$ cat config.mk
export PLATFORM = sky130hd
export DESIGN_NAME = mem_arbiter
export DESIGN_NICKNAME = d
export VERILOG_FILES = /design/src/rtl/mem_arbiter.sv
export SDC_FILE = /design/constraint.sdc
export NUM_CORES = 1
export LEC_CHECK = 0
export CAP_MARGIN = 20
export CORE_MARGIN = 2
export CORE_UTILIZATION = 30
export CTS_CLUSTER_SIZE = 40
export DETAILED_ROUTE_END_ITERATION = 10
export PLACE_DENSITY = 0.93
export SYNTH_ARGS = -nofsm -noshare
export SYNTH_HDL_FRONTEND = slang
export SYNTH_SLANG_ARGS = --single-unit
$ cat constraint.sdc
create_clock -name clk -period 2.2 [get_ports clk]
set_input_delay 0.33 -clock clk [delete_from_list [all_inputs] [get_ports clk]]
set_output_delay 0.33 -clock clk [all_outputs]
set_load 0.005 [all_outputs]
$ cat src/rtl/mem_arbiter.sv
// -----------------------------------------------------------------------------
// mem_arbiter
//
// Shares one single-port synchronous RAM between the 6502 core and the
// host/debug port (program load, memory inspection, DMA). Exactly one RAM
// access is issued per clock. The host wins a cycle whenever it requests and
// has not yet used up its burst allowance. Once it has, the CPU is given one
// forced cycle, so the core keeps making progress under continuous host
// traffic. The CPU is held off through a 6502-style RDY.
//
// Cycle owner
//   owner     | meaning
//   ----------+------------------------------------------------------------
//   OWN_CPU   | CPU address/data/RW drive the RAM, cpu_rdy=1
//   OWN_HOST  | host address/data/RW drive the RAM, host_ack=1, cpu_rdy=0
//
// owner_q remembers last cycle's owner. It tells us who asked for the data
// now on ram_D_out, because the RAM read is synchronous.
//
// Parameters
//   ADDR_W          RAM address width; CPU address is truncated to it
//   MAX_HOST_BURST  host cycles allowed back to back before a forced CPU
//                   cycle (1..15)
//
// Ports
//   clk, rst_n                  clock, async active-low reset
//   cpu_RW/cpu_AD/cpu_D_out     CPU access request (always presented)
//   cpu_D_in, cpu_rdy           CPU read data, cycle grant
//   host_req/RW/A/wdata         host access request, held until host_ack
//   host_ack                    host access issued this cycle (comb)
//   host_rvalid, host_rdata     host read return, one cycle after the read
//   ram_RW/ram_A/ram_D_in       RAM access outputs
//   ram_D_out                   RAM read data, valid the cycle after address
// -----------------------------------------------------------------------------
module mem_arbiter #(
    parameter int ADDR_W         = 10,
    parameter int MAX_HOST_BURST = 4
) (
    input  logic              clk,
    input  logic              rst_n,

    input  logic              cpu_RW,
    input  logic [15:0]       cpu_AD,
    input  logic [7:0]        cpu_D_out,
    output logic [7:0]        cpu_D_in,
    output logic              cpu_rdy,

    input  logic              host_req,
    input  logic              host_RW,
    input  logic [ADDR_W-1:0] host_A,
    input  logic [7:0]        host_wdata,
    output logic              host_ack,
    output logic              host_rvalid,
    output logic [7:0]        host_rdata,

    output logic              ram_RW,
    output logic [ADDR_W-1:0] ram_A,
    output logic [7:0]        ram_D_in,
    input  logic [7:0]        ram_D_out
);

    typedef enum logic {
        OWN_CPU  = 1'b0,
        OWN_HOST = 1'b1
    } owner_e;

    localparam logic [3:0] BURST_LIMIT = 4'(MAX_HOST_BURST);

    owner_e      owner;
    owner_e      owner_q,       owner_d;
    logic [3:0]  burst_cnt_q,   burst_cnt_d;
    logic [7:0]  cpu_hold_q,    cpu_hold_d;
    logic        host_rvalid_q, host_rvalid_d;

    // Upper CPU address bits are ignored: the RAM only spans ADDR_W bits.
    generate
        if (ADDR_W < 16) begin : g_trunc
            logic unused_cpu_ad_hi;
            assign unused_cpu_ad_hi = ^cpu_AD[15:ADDR_W];
        end
    endgenerate

    // Cycle ownership and RAM mux. When the host owns the cycle, the CPU's
    // write is simply not routed to the RAM. The core re-presents it once
    // cpu_rdy returns, so no write can leak out during a stall.
    always_comb begin
        owner = (host_req && (burst_cnt_q < BURST_LIMIT)) ? OWN_HOST : OWN_CPU;

        if (owner == OWN_HOST) begin
            ram_RW   = host_RW;
            ram_A    = host_A;
            ram_D_in = host_wdata;
            host_ack = 1'b1;
            cpu_rdy  = 1'b0;
        end else begin
            ram_RW   = cpu_RW;
            ram_A    = cpu_AD[ADDR_W-1:0];
            ram_D_in = cpu_D_out;
            host_ack = 1'b0;
            cpu_rdy  = 1'b1;
        end
    end

    // Read-data steering. If the CPU owned last cycle, the RAM output is the
    // CPU's data and passes straight through. Otherwise the core is stalled
    // and sees the byte from its last own cycle, which cpu_hold keeps.
    always_comb begin
        cpu_D_in    = (owner_q == OWN_CPU) ? ram_D_out : cpu_hold_q;
        host_rdata  = ram_D_out;
        host_rvalid = host_rvalid_q;
    end

    always_comb begin
        owner_d       = owner;
        burst_cnt_d   = (owner == OWN_HOST) ? (burst_cnt_q + 4'd1) : 4'd0;
        host_rvalid_d = (owner == OWN_HOST) && host_RW;
        cpu_hold_d    = (owner_q == OWN_CPU) ? ram_D_out : cpu_hold_q;
    end

    // A reset in the middle of a host read clears host_rvalid_q, so no late
    // pulse appears after release.
    always_ff @(posedge clk or negedge rst_n) begin
        if (!rst_n) begin
            owner_q       <= OWN_CPU;
            burst_cnt_q   <= 4'd0;
            cpu_hold_q    <= 8'h00;
            host_rvalid_q <= 1'b0;
        end else begin
            owner_q       <= owner_d;
            burst_cnt_q   <= burst_cnt_d;
            cpu_hold_q    <= cpu_hold_d;
            host_rvalid_q <= host_rvalid_d;
        end
    end

endmodule

==> flow_summary_export.csv, run 1 <==
group,metric,value,unit
setup_path,critPathBufInv,4,
cts,clk_latency,0.27,ns
drt,wl,2.66,mm
sta,setup_violations,0,
setup_path,worstSetupEndpointType,"primary output",
final_layout,finalInstanceArea,1770,um2
cts,tritoncts,"built",
synth,syn_area,873,um2
sta,period_minus_slack,2.15,ns
sta,max_clock_freq,465,MHz
drt,vias_per_cell,4.46,
setup_path,worst-path-max-fanout,11,
final_layout,final_common_cell,"clkdlybuf4s50_1",
final_layout,num_antenna_cells,0,
drt,drt_iter0_drc,5,
die,ios,93,
synth,synth_cell_types,12,
cts,clkSinkCount,14,
sta,rsz0062_at_grt,"no",
power_and_ir_drop,power_leakage,0.811,nW
setup_path,cp_slowest_cell,"clkdlybuf4s50_1",
global_route,grt_pass1_wl,4.15,mm
die,die_x,58.0,um
final_layout,fin_nets,201,
place,post-place-ws,-0.139,ns
setup_path,cp_cell_sequence,"clkdlybuf4s50_1 > nor3b_4 > inv_2 > buf_12 > mux2_4 > dlygate4sd2_1",
run_status,status,"complete, no violations",
die,die_h,58.0,um
drt,drt_first_pass_iters,4,
sta,setup_tns,0,ns
sta,setup_ws,0.0485,ns
drt,drc,0,
setup_path,start_kind,"primary input",
power_and_ir_drop,combPwrFrac,40.1,%
die,die_area,3360,um2
place,dpl_cell_area,1710,um2
synth,avgSynthCellArea,14.6,um2
sta,whs,0.423,ns
die,start_util,31.7,%
min_path,hp-class,"in2async",
synth,ys_ff_latch,14,
power_and_ir_drop,sw_frac_of_total,22.2,%
sta,tightest_slew,0.583,ns
sta,worst_clock_skew,0.00891,ns
place,gp_congestion,0.668,
global_route,antenna_found_initial,0,
cts,cts_hold_buf,0,
synth,seq_area_frac_synth,40.1,%
global_route,grt.overflow.total,0,
run,maxCapViolCount,0,
sta,finalHoldViolCount,0,
power_and_ir_drop,pwr-share-seq,40.3,%
die,num_rows,19,
place,hpwl,2.19,mm
setup_path,critPathKind,"in2out",
final_layout,area_growth,102,%
cts,clkTransAtPathRegs,0.08,ns
power_and_ir_drop,p_switching,155,uW
synth,ys_warn_count,0,
final_layout,layout_common_cells,"clkdlybuf4s50_1, mux2_4, dfrtp_1, dlygate4sd2_1, mux2_2",
synth,synth.net_count,116,
power_and_ir_drop,p_int,541,uW
setup_path,crit_family,"buffers and inverters",
die,core,2760,um2
final_layout,fillCellCount,224,
cts,clock_tree.buffer_depth,2,
sta,drv_slew,0,
sta,relSlewSlack,61.0,%
cts,h-tree-depth,1,
place,port_buffers,86,
sta,fin_crit_sh,97.8,%
power_and_ir_drop,clkPwrFrac,19.6,%
power_and_ir_drop,power_density,394,nW/um2
cts,clockRootBuffer,"clkbuf_4",
global_route,grt_pass1_vias,862,
setup_path,critPathMaxStageDelay,0.47,ns
drt,num_vias,776,
power_and_ir_drop,peakVddDrop,0.000382,V
global_route,grt_max_degree,15,
drt,wire_per_inst,15.3,um
synth,synthCells,60,
global_route,grt.total_usage,16.7,%
setup_path,critPathArrivalTime,1.82,ns
cts,numCtsBuffers,3,
drt,drtAntennaViolNets,0,
setup_path,required,1.87,ns
final_layout,layout-drive-gt1-share,28.0,%
-- registers in the layout, summed over array words and instances (netlist names) --
signal / flops
host_rvalid: 1
burst_cnt_q: 4
cpu_hold_q: 8
owner_q: 1
-- path summary, 6_finish.rpt --
check,start,end,slack [ns],cells past startpoint
setup / recovery,host_req,ram_A[9],0.05,6
hold / removal,rst_n,burst_cnt_q[0],0.42,1
setup reg to reg,burst_cnt_q[3],burst_cnt_q[1],1.15,4
hold reg to reg,burst_cnt_q[0],burst_cnt_q[0],0.44,1
max in group asynchronous,rst_n,burst_cnt_q[2],1.39,1
min in group clk,burst_cnt_q[0],burst_cnt_q[0],0.44,1
-- repair_timing --
| item | in CTS | in global routing |
|---|---|---|
| gates cloned | 1 | 1 |
| setup buffers | 1 | 0 |
| endpoints found under the setup margin | 19 | 8 |
| gates resized for setup | 23 | 6 |
-- Yosys cell counts (all sizes together) --
cell,n,area [um2]
nor2,1,3.75
conb,1,3.75
mux2,27,372
and2,3,22.5
clkbuf,1,3.75
buf,10,82.6
ha,1,12.5
nor3b,1,18.8
inv,1,3.75
dfrtp,14,350
-- power by group through the flow --
stage          registers [mW]  logic (mW)  clock network, mW
3_3_place_gp            0.285       0.283                  0
2_1_floorplan           0.282       0.101                  0
3_5_place_dp            0.286       0.290                  0
6_report                0.281       0.279              0.136
4_1_cts                 0.281       0.281              0.144
5_1_grt                 0.283       0.298              0.159
-- final cells by class --
class	instances	area [um2]	area share, %
inverters	1	3.75	0.212
multi-input cells	34	433	24.5
clock buffers	3	22.5	1.27
well taps	31	38.8	2.20
flip-flops and latches	14	350	19.8
repair buffers	91	918	52.0
-- kinds of logic (layout without fill, tap and decap cells) --
group | count (synthesis) | count (layout) | share of synthesized area, %
fa+ha+maj | 1 | 1 | 1.43
simple gates | 5 | 5 | 5.16
buf+inv | 12 | 95 | 10.3
other cells | 1 | 1 | 0.429
mux | 27 | 27 | 42.6
flops | 14 | 14 | 40.1
-- through the flow --
stage                     cells  power (mW)  utilization (%)
after floorplan              60       0.383                -
after global routing        174       0.740             64.1
final                       174       0.696             64.1
after CTS                   173       0.705             63.5
after global placement      168       0.568             62.2
after detailed placement    168       0.576             62.2
-- layer usage --
layer / GRT usage (%) / routed length (um)
met1: 18.6 / 899
met2: 31.3 / 1550
met3: 6.03 / 209
met4: 1.99 / 0
met5: 0 / 0
Note: power is estimated with default switching activity, not from simulation.
==> run 2: changes to the inputs <==
ABC_AREA = 1   (was default)
CORE_UTILIZATION = 31   (was 30)
PLACE_DENSITY = 0.94   (was 0.93)
==> run 2 against run 1 <==
  * Global-route usage fell by 2.0 points
  * First-iteration DRC count rose to 5.8 times the previous value
  * Utilization fell by 1.8 points
  * Sequential share of layout area rose by 0.74 points
  * Non-clock buffer count did not move
  * Worst setup slack improved by 0.10 ns
  * Synthesized cell count rose by 100%
  * Final cell count rose by 33%
  * Critical endpoint is now ram_A[0]
  * Largest power group unchanged
==> flow_summary_export.csv, run 2 <==
group,metric,value,unit
run_status,status,"complete, no violations",
final_layout,regMostFlops,"cpu_hold_q",
cts,h-tree-depth,1,
place,hpwl,1.98,mm
die,core,2730,um2
sta,rsz0062_at_grt,"no",
setup_path,timing.rr.end,"host_rvalid",
synth,seq_area_frac_synth,39.4,%
setup_path,cp_cell_sequence,"clkdlybuf4s50_1 > nand2_2 > buf_4 > nand2_1 > nand2_1 > clkdlybuf4s50_1",
synth,syn_area,890,um2
sta,finalHoldViolCount,0,
setup_path,worstSetupEndpointType,"primary output",
die,die_x,57.6,um
setup_path,regToRegSetupSlack,1.21,ns
synth,yosysMostFrequentCell,"nand2_1",
die,die_area,3310,um2
final_layout,area_growth,91.4,%
final_layout,num_antenna_cells,0,
drt,vias_per_cell,4.29,
cts,clk_latency,0.26,ns
cts,clkSinkCount,14,
die,ios,93,
sta,drv_slew,0,
synth,synth_top_area_share,39.4,%
final_layout,layout_common_cells,"clkdlybuf4s50_1, nand2_1, nand3_1, dfrtp_1, inv_1",
setup_path,start_kind,"primary input",
global_route,grt_pass1_vias,895,
cts,clock_tree.buffer_depth,2,
power_and_ir_drop,peakVddDrop,0.000328,V
global_route,grt.overflow.total,0,
synth,synthCells,121,
final_layout,fillCellCount,255,
synth,synth.area.top_cells,"dfrtp_1, nand2_1, nand3_1",
cts,cts_hold_buf,0,
sta,whs,0.433,ns
final_layout,reg_top3,"cpu_hold_q x8, burst_cnt_q x4",
setup_path,reg2reg_depth,4,
die,num_rows,19,
die,die_h,57.6,um
final_layout,multi_input_comb_area,348,um2
synth,ys_ff_latch,14,
setup_path,critPathMaxStageDelay,0.50,ns
drt,wire_per_inst,10.2,um
global_route,grt_pass1_wl,3.89,mm
sta,max_clock_freq,488,MHz
final_layout,register_area,350,um2
global_route,grt.total_usage,14.8,%
cts,cts_setup_buffers,0,
setup_path,rr_startpoint,"burst_cnt_q[3]",
synth,synth-main-ff-cell,"dfrtp_1",
drt,drtAntennaViolNets,0,
cts,numCtsBuffers,3,
synth,avgSynthCellArea,7.35,um2
setup_path,critPathKind,"in2out",
sta,period_minus_slack,2.05,ns
synth,synthArstFlopShare,100,%
sta,relSlewSlack,58.9,%
sta,worst_clock_skew,0.00254,ns
final_layout,fin_nets,258,
cts,ctsResizeCount,0,
min_path,hp-class,"reg2reg",
drt,drt_first_pass_iters,4,
cts,clkTransAtPathRegs,0.07,ns
setup_path,cp_slowest_cell,"clkdlybuf4s50_1",
setup_path,worst-path-max-fanout,16,
sta,setup_violations,0,
drt,wl,2.35,mm
synth,synth.net_count,177,
global_route,grt_max_degree,20,
sta,fin_crit_sh,93.2,%
place,gp_congestion,0.712,
synth,synth_edf_count,0,
sta,setup_tns,0,ns
drt,drt_iter0_drc,29,
synth,synth_cell_types,15,
place,port_buffers,86,
cts,tritoncts,"built",
cts,clockRootBuffer,"clkbuf_4",
drt,drc,0,
synth,synthTopCellsByCount,"nand2_1, nand3_1, dfrtp_1",
min_path,min_path_cells,1,
final_layout,largest_reg_flops,8,
synth,yosys.area.top_type,"dfrtp_1",
final_layout,final_common_cell,"clkdlybuf4s50_1",
place,post-place-ws,0.141,ns
power_and_ir_drop,power_density,398,nW/um2
run,maxCapViolCount,0,
setup_path,required,1.87,ns
sta,tightest_slew,0.614,ns
final_layout,layout-drive-gt1-share,5.00,%
power_and_ir_drop,power_leakage,0.815,nW
synth,ys_warn_count,0,
setup_path,critPathArrivalTime,1.72,ns
drt,num_vias,992,
min_path,min_to,"burst_cnt_q[0]",
die,start_util,32.5,%
global_route,antenna_found_initial,0,
min_path,hold_start,"burst_cnt_q[0]",
sta,setup_ws,0.149,ns
[run 2: cell types whose count changed in the layout (fill, tap and decap cells not counted), sizes merged, moves of 8 or more]
cell | before | now
nand2 | 0 | 47
mux2 | 27 | 0
clkdlybuf4s50 | 67 | 86
nand3 | 0 | 19
dlygate4sd2 | 11 | 0
inv | 1 | 12
clkdlybuf4s15 | 8 | 0
o21ai | 0 | 8
[run 2: per-stage QoR]
| stage | util, % | cells | cell area [um2] | total power [mW] |
|---|---|---|---|---|
| floorplan | - | 121 | 890 | 0.374 |
| global placement | 61.5 | 228 | 1680 | 0.551 |
| detailed placement | 61.5 | 228 | 1680 | 0.556 |
| CTS | 62.3 | 231 | 1700 | 0.693 |
| global route | 62.3 | 231 | 1700 | 0.727 |
| finish | 62.3 | 231 | 1700 | 0.678 |
[run 2: cells by family after synthesis]
| family | count (synthesis) | share of synthesized area, % |
|---|---|---|
| compound gates | 8 | 4.50 |
| fa+ha+maj | 1 | 1.41 |
| buf+inv | 27 | 21.5 |
| flops | 14 | 39.4 |
| other cells | 1 | 0.422 |
| simple gates | 70 | 32.8 |
[run 2: report_power, final]
| part | total [mW] | internal, mW | switching (mW) |
|---|---|---|---|
| registers | 0.281 | 0.273 | 0.00756 |
| logic | 0.266 | 0.182 | 0.0839 |
| clock network | 0.132 | 0.0632 | 0.0684 |
[run 2: area by class of cell]
class	instances	share of cell area [%]
clock buffer	3	1.32
inverter	12	2.65
multi-input combinational	80	20.4
sequential	14	20.6
tap	31	2.28
timing repair buffer	91	52.8
[run 2: layer usage]
layer | share of wire (%) | global-route usage, % | up-vias
met5 | 0 | 0 | -
met4 | 0.81 | 2.99 | 0
met3 | 6.5 | 3.63 | 2
met2 | 54 | 27.3 | 31
met1 | 39 | 17.2 | 433
li1 | - | - | 526
[run 2: worst max path at each step]
stage / startpoint / endpoint / slack, ns / cells past startpoint
3_3_place_gp: host_req / ram_D_in[2] / 0.16 / 6
3_5_place_dp: host_req / ram_A[0] / 0.14 / 6
4_1_cts: host_req / ram_A[0] / 0.13 / 6
5_1_grt: host_req / ram_A[3] / 0.03 / 6
6_report: host_req / ram_A[0] / 0.15 / 6
2_1_floorplan: burst_cnt_q[3] / ram_A[0] / 0.99 / 5
[run 2: critical path: cells and delay by family]
family	cells	cell delay [ns]
AND/OR/NAND/NOR	3	0.24
buffers and inverters	3	1.16
==> run 3: changes to the inputs <==
CTS_CLUSTER_DIAMETER = 50   (was default)
==> results of run 3 <==
The final DEF is identical to that of run 2; final timing and power are the same.
